### config.mk
export PLATFORM = sky130hd
export DESIGN_NAME = fib_sat_cnt
export DESIGN_NICKNAME = d
export VERILOG_FILES = /design/src/rtl/fib_sat_cnt.sv
export SDC_FILE = /design/constraint.sdc
export NUM_CORES = 1
export LEC_CHECK = 0
export ABC_AREA = 1
export BUFFER_PORTS_ARGS = -buffer_cell sky130_fd_sc_hd__buf_2
export CAP_MARGIN = 20
export CELL_PAD_IN_SITES_DETAIL_PLACEMENT = 1
export CELL_PAD_IN_SITES_GLOBAL_PLACEMENT = 2
export CORE_MARGIN = 8
export CORE_UTILIZATION = 25
export DETAILED_ROUTE_END_ITERATION = 8
export PLACE_DENSITY = 0.79
export SLEW_MARGIN = 40
export SYNTH_ARGS = -nofsm -noshare
export SYNTH_HDL_FRONTEND = slang
export SYNTH_SLANG_ARGS = --single-unit
### constraint.sdc
create_clock -name clk -period 1.4 [get_ports clk]
set_clock_uncertainty 0.1 [all_clocks]
set_input_delay 0.21 -clock clk [delete_from_list [all_inputs] [get_ports clk]]
set_output_delay 0.21 -clock clk [all_outputs]
set_load 0.01 [all_outputs]
### src/rtl/fib_sat_cnt.sv
// Saturating up-counter: holds at all-ones once reached.
//   clk : rising-edge clock
//   clr : synchronous clear, wins over inc
//   inc : count one event this cycle
//   cnt : registered count value
module fib_sat_cnt #(
  parameter int unsigned CNT_W = 16
) (
  input  logic             clk,
  input  logic             clr,
  input  logic             inc,
  output logic [CNT_W-1:0] cnt
);

  always_ff @(posedge clk) begin
    if (clr) begin
      cnt <= '0;
    end else if (inc && (cnt != '1)) begin
      cnt <= cnt + CNT_W'(1);
    end
  end

endmodule

# Yosys cells after proc, flatten, opt, wreduce, memory -nomap -nowiden

Index checks and enable logic that the tools add are counted.

Word-level logic and storage cells: 4
Bits in registers: 16

$add $sub $neg: 1
Eq/ne operators: 1
Reduce and logical (&&, ||, !) cells: 1

Operators by type and width:

| kind                  | count |
|---|---|
| $add 16x1->16 const B | 1 |
| $ne 16x16->1 const B  | 1 |
| $logic_and 1x1->1     | 1 |

# Logic depth before layout (Yosys ltp)

Gate-level depths: netlist of run 1.

Depth after elaboration: 2
Depth in mapped cells: 9
Depth with buffers taken out: 9

# Least setup slack after synthesis of run 1

Ideal clock, no wire load.

Path kind: reg-to-reg
Start: reg cnt[0]
End: reg cnt[0]
Path slack: -0.091 ns
Path buffers: 0
Data arrival time: 1.278 ns
Cell stages (with the launch flop): 9
Library setup time: 0.113 ns
Required time: 1.187 ns
Path through: dfxtp_1 ha_1 inv_1 nor2_2 nand2_2 nor2_8 nor2_4 nor2_1 nor2_1

Longest elaborated chain between the ends: 2
Elaborated cells between the ends (all ways): 3
Those cells by class: 1 x add/sub; 1 x eq/ne; 1 x reduce/logical

Ends and longest elaborated chain:

| element                                                               | RTL line | RTL |
|---|---|---|
| start, declared                                                       | 12       | `output logic [CNT_W-1:0] cnt` |
| start signal, assigned                                                | 19       | `cnt <= cnt + CNT_W'(1);` |
| parallel branches: the longest is 2 deep, another holds $add 16x1->16 | n/a      |  |

Parallel ways; which one is timed is not known.
A chain may end at the register's enable or synchronous reset.

# Final worst setup path of run 1

Start: reg cnt[0]
End: reg cnt[2]

Same word-level chain as after synthesis.

==> metrics, run 1 <==
status finished with violations; failing checks negative setup slack; simple-gate portion of the synthesized area 0.550; DRC violations left 0; H-tree levels 1; Post-DRT Antenna Nets 0; CP Class register to register; fin crit share 1.00; Post-Synthesis Cells between 100 and 150; RSZ-0062 raised after global routing true; Sink Count 16; die width around 77 um; fill cell count between 400 and 500; Syn Nets roughly 150; met1 usage 0.102; grt ovf 0; fmax 711 MHz; Post-synth EDFFs 0; final hold vios 0; Synth Warn # 0; Synth Area in Adders 0.0135; startpoint types register; sequential area share after synthesis 0.345; largest family of logic cells by synthesized area simple AND/OR/NAND/NOR gates; Syn Area/Cell about 6.2 um^2; largest area contributor in the netlist dfxtp_1; Final Max Tran Viols 0; maxcap violations 0; ys async rst share 0; Core ar. roughly 3600 um^2; Hold Path Class input pin to register; TritonCTS clock tree yes; largest net degree at the start of global routing 17; hold buffers post-CTS 0; routed length per instance about 13 um; P&R area growth vs syn 52.9%; area share of the largest cell type after synthesis 0.345; met2 GRT Util 0.186; root buffer cell clkbuf_8; Antenna Cells 0; Die Ht between 70 and 80 um; initial core utilization 0.258; synth unique cells 16; multi-input logic area 673 um^2; CTS buffer count 3; minimum clock period 1.41 ns; Max clock buf depth 2; # setup viols final 1; die area between 5000 and 6000 um^2; met3 usage 0.0186; Arr. time, crit path ~1.5 ns; first-pass detailed-route iteration total 2; Critical Path RT between 1 and 1.5 ns; io pins 19; Synth Cell Area 930 um^2; multiplexer area fraction after synthesis 0; power per cell area between 600 and 700 nW/um^2; final instance area 1420 um^2; first-pass GRT wire length slightly below 5 mm; overall routing resource usage 0.101; final setup TNS -0.00645 ns; grt peak-use layer met2; worst slew pin tran approximately 0.22 ns; setup slack after layout -0.00645 ns; Yosys reg bits 16; initial detailed-routing violation count 14; drt total wl 3.15 mm; most frequent cell after synthesis nand2_1; clk slew on worst S/H paths about 0.070 ns; largest registers cnt: 16 flops; PortBufs 18; cell area after placement around 1200 um^2; VDD IR max 0.214 mV; Crit Path Max Fanout 7; vias in the first global route ~1,100; Via density around 4.4; top cells by count, synth 46 x nand2_1, 35 x nor2_1, 16 x dfxtp_1, 12 x nand3_1; Worst slew margin 0.854; max reg flops 16; row count 22; area taken by flip-flops and latches between 300 and 400 um^2; LEAKAGE roughly 0.64 nW; Post-Synth XOR/XNOR Area 0; initial antenna violation count 0; post-synthesis compound-gate area fraction 0.0377; vias ~1,100; dominant cells by area after synthesis dfxtp_1 34%, nand2_1 19%, nor2_1 14%; HPWL after detailed placement 2.34 mm; routability cong. between 0.7 and 0.8; worst-skew pair later-pin latency roughly 0.26 ns; fraction of layout cells with a size suffix above 1 0.471; Layout Nets just under 200; crit end category register; Top reg by flops cnt; Synth Flop Type dfxtp_1
worst max-delay path: stages, from the launching register on:
cell and delay (ns):
dfxtp_2 0.36, ha_4 0.14, inv_2 0.04, nor2_4 0.14, nand2_4 0.10, nor2_8 0.20
nor2_2 0.07, nand2_1 0.06, nand2_1 0.05, nor2_1 0.09
final timing paths:
kind / from / to / slack (ns) / cells after the start
worst max register to register: cnt[0] / cnt[2] / -0.006 / 9
worst min register to register: cnt[11] / cnt[11] / 0.42 / 2
worst min-delay path: clr / cnt[5] / 0.30 / 5
worst max-delay path: cnt[0] / cnt[2] / -0.006 / 9
kinds of logic (layout without fill, tap and decap cells):
| logic type | after synthesis | count (layout) |
|---|---|---|
| compound gates | 7 | 7 |
| simple gates | 113 | 113 |
| flops | 16 | 16 |
| buf+inv | 12 | 54 |
| fa+ha+maj | 1 | 1 |
layer usage:
metal  wire, um  part of all wire  vias up
li1           -                 -      551
met1       1310              0.42      492
met2       1690              0.54       10
met3         95             0.030        4
met4         53             0.017        0
met5          0                 0        -
where the power goes:
group / leakage [nW] / internal (mW) / switching [mW]
registers: 0.135 / 0.460 / 0.00619
clock network: 0.0288 / 0.250 / 0.177
logic: 0.481 / 0.0289 / 0.0435
total: 0.645 / 0.739 / 0.226
placed cells by master (no fill, tap or decap):
cell,synthesis,routed
nor2_2,10,12
dfxtp_2,0,10
buf_2,1,18
nand3_4,0,1
a21oi_1,7,6
or2_1,0,1
clkbuf_8,0,4
buf_4,0,21
nor3_2,0,1
a21oi_2,0,1
nand3_1,12,10
dfxtp_4,0,1
nor2_8,1,1
inv_1,10,9
nor2_1,35,26
nand2_1,46,41
dfxtp_1,16,5
nand2_4,0,1
nand2_2,2,6
nor2_4,2,9
buf_6,0,1
ha_4,0,1
nand3_2,0,1
inv_2,0,1
nand4_1,3,3
final cells by class:
type / instances / share of cell area
Inverter: 10 / 0.0264
Tap cell: 48 / 0.0423
Sequential cell: 16 / 0.237
Timing Repair Buffer: 40 / 0.182
Multi-Input combinational cell: 121 / 0.474
Clock buffer: 4 / 0.0387
stage by stage:
step	util	worst slack (ns)	std cells	power, mW	hold WS (ns)
2_1_floorplan	-	0.000129	149	0.517	0.323
3_3_place_gp	0.338	-0.0253	233	0.539	0.411
3_5_place_dp	0.338	-0.0790	233	0.542	0.432
4_1_cts	0.371	-0.000541	238	0.985	0.288
5_1_grt	0.394	-0.105	239	1.01	0.304
6_report	0.394	-0.00645	239	0.966	0.295
what timing repair did:
item	in CTS	in global routing
buffers inserted	1	1
endpoints found under the setup margin	14	15
resized for setup	15	27
pin swaps	3	12
No activity file was read; power rests on OpenSTA's default activity.
==> run 2, diff against run 1 <==
Settings changed: ABC_AREA 1 to default, CORE_UTILIZATION 25 to 27, PLACE_DENSITY 0.79 to 0.77.
==> metrics, run 2 <==
Synth Cell Area 848 um^2 (-8.7%); top cells by count, synth 16 x dfxtp_1, 10 x a21oi_1, 7 x or4_1; vias 990 (-6.3%); TritonCTS clock tree yes; setup slack after layout -0.263 ns (-0.256 ns); Arr. time, crit path 1.79 ns (+0.29 ns); fin crit share 1.19 (+0.183); # setup viols final 16 (+15); power per cell area 541 nW/um^2 (-20%); worst slew pin tran 0.382 ns (+0.164 ns); io pins 19 (unchanged); routability cong. 0.724 (-8.8%); Hold Path Class input pin to register; LEAKAGE 0.587 nW (-9.0%); multiplexer area fraction after synthesis 0.0251 (+0.0251); most frequent cell after synthesis dfxtp_1; largest registers cnt: 16 flops; Crit Path Max Fanout 5 (-2); Core ar. 3030 um^2 (-16%); P&R area growth vs syn 68.4%; clk slew on worst S/H paths 0.10 ns (+0.03 ns); Worst slew margin 0.746 (-0.109); Synth Area in Adders 0.0147 (+0.00129); RSZ-0062 raised after global routing true; row count 20 (-9.1%); Syn Area/Cell 8.57 um^2 (+37%); minimum clock period 1.66 ns (+0.256 ns); Syn Nets 103 (-33%); total power 0.773 mW (-20%); dominant cells by area after synthesis dfxtp_1 38%, or4_1 6.2%, a21oi_1 5.9%; simple-gate portion of the synthesized area 0.364 (-0.186); Antenna Cells 0 (unchanged); overall routing resource usage 0.130 (+0.0290); maxcap violations 0 (unchanged); final hold vios 0 (unchanged); Die Ht 72.1 um (-6.4%); initial core utilization 0.280 (+0.0224); Hold Path Depth 2 (-3); largest area contributor in the netlist dfxtp_1; largest family of logic cells by synthesized area simple AND/OR/NAND/NOR gates; PortBufs 18 (unchanged); Final Max Tran Viols 0 (unchanged); hold buffers post-CTS 0 (unchanged); failing checks negative setup slack; grt ovf 0 (unchanged); die area 5190 um^2 (-12%); initial detailed-routing violation count 33 (+19); Yosys reg bits 16 (unchanged); synth unique cells 31 (+15); DRC violations left 0 (unchanged); fmax 601 MHz (-15%); most frequent cells in the layout 32 x buf_4, 18 x buf_2, 8 x dfxtp_4; first-pass GRT wire length 5.33 mm (+9.6%); Via density 5.05 (+14%); Layout Nets 157 (-20%); first-pass detailed-route iteration total 4 (+2); pre-CTS WS -0.317 ns (-0.238 ns); Post-Synthesis Cells 99 (-34%); Post-Synth XOR/XNOR Area 0.0206 (+0.0206); CP Class register to register; status finished with violations; r2r worst-path depth 4 (-5); H-tree levels 1 (unchanged); hold slack 0.217 ns (-0.0783 ns); drt total wl 3.12 mm (-1.0%); area share of the largest cell type after synthesis 0.378 (+0.0330); final instance area 1430 um^2 (+0.53%); crit end category register; Post-Layout Cell Count 196 (-18%); Sink Count 16 (unchanged); vias in the first global route 1,098 (+1.7%); placed instance count 187 (-20%); HPWL after detailed placement 2.24 mm (-4.5%); Synth Warn # 0 (unchanged); ys async rst share 0 (unchanged); die width 72.1 um (-6.4%); VDD IR max 0.468 mV (+120%); Synth Flop Type dfxtp_1; final setup TNS -3.00 ns (-2.99 ns); Post-synth EDFFs 0 (unchanged); max reg flops 16 (unchanged); most common cell after layout, fill and taps aside buf_4; fraction of layout cells with a size suffix above 1 0.605 (+0.134); root buffer cell clkbuf_4; Post-DRT Antenna Nets 0 (unchanged); cell area after placement 1260 um^2 (+3.2%); Critical Path RT 1.53 ns (+0.04 ns); CTS buffer count 3 (unchanged); Util after Layout 0.472 (+0.0777); post-synthesis compound-gate area fraction 0.165 (+0.128); Top reg by flops cnt; sequential area share after synthesis 0.378 (+0.0330); initial antenna violation count 0 (unchanged); routed length per instance 15.9 um (+21%); Max clock buf depth 2 (unchanged); fill cell count 359 (-25%); startpoint types register; largest net degree at the start of global routing 18 (+1); worst-skew pair later-pin latency 0.29 ns (+0.03 ns)
## run 2: cell count changes after synthesis, sizes merged, moves of 4 or more
| cell | previous run | this run |
|---|---|---|
| o21ai | 0 | 4 |
| inv | 10 | 3 |
| o31ai | 0 | 6 |
| nand2 | 48 | 7 |
| or4 | 0 | 7 |
| nand3 | 12 | 6 |
| nor2 | 48 | 6 |
## run 2: worst max-delay path, cell delays in order, from the launching register on
cell and delay (ns):
dfxtp_4 0.38, nand2_1 0.05, or4_4 0.53, or4_4 0.42
a21oi_2 0.12
## run 2: final cells by class
class / count / area (um^2) / area share
Multi-Input combinational cell: 76 / 613 / 0.429
Timing Repair Buffer: 53 / 364 / 0.255
Sequential cell: 16 / 359 / 0.251
Tap cell: 44 / 55.1 / 0.0385
Clock buffer: 4 / 26.3 / 0.0184
Inverter: 3 / 11.3 / 0.00788
## run 2: timing repair
action,CTS,global route
resized for setup,15,10
pin swaps,11,13
buffers inserted,4,2
setup endpoints to repair,16,16
## run 2: cell families after synthesis
| logic type | Yosys count |
|---|---|
| buffers and inverters | 7 |
| and+or+nand+nor | 48 |
| AOI/OAI and AO/OA | 23 |
| xor gates and xnor gates | 2 |
| adders and majority gates | 1 |
| muxes | 2 |
| DFF | 16 |
## run 2: routing by layer
metal | routed length [um] | up-vias | global-route usage
met3 | 96 | 4 | 0.0386
met4 | 34 | 0 | 0.0272
met2 | 1680 | 15 | 0.248
met5 | 0 | - | 0
met1 | 1310 | 485 | 0.135
li1 | - | 486 | -
## run 2: worst paths after layout
path / from / to / slack [ns]
max: cnt[14] / cnt[15] / -0.26
min: clr / cnt[4] / 0.22
max reg2reg: cnt[14] / cnt[15] / -0.26
min reg2reg: cnt[12] / cnt[12] / 0.47
## run 2: report_power, final
part	internal (mW)	total, mW	switching, mW	leakage [nW]
clock network	0.111	0.267	0.157	0.0150
logic	0.0252	0.0540	0.0288	0.433
registers	0.447	0.452	0.00530	0.139
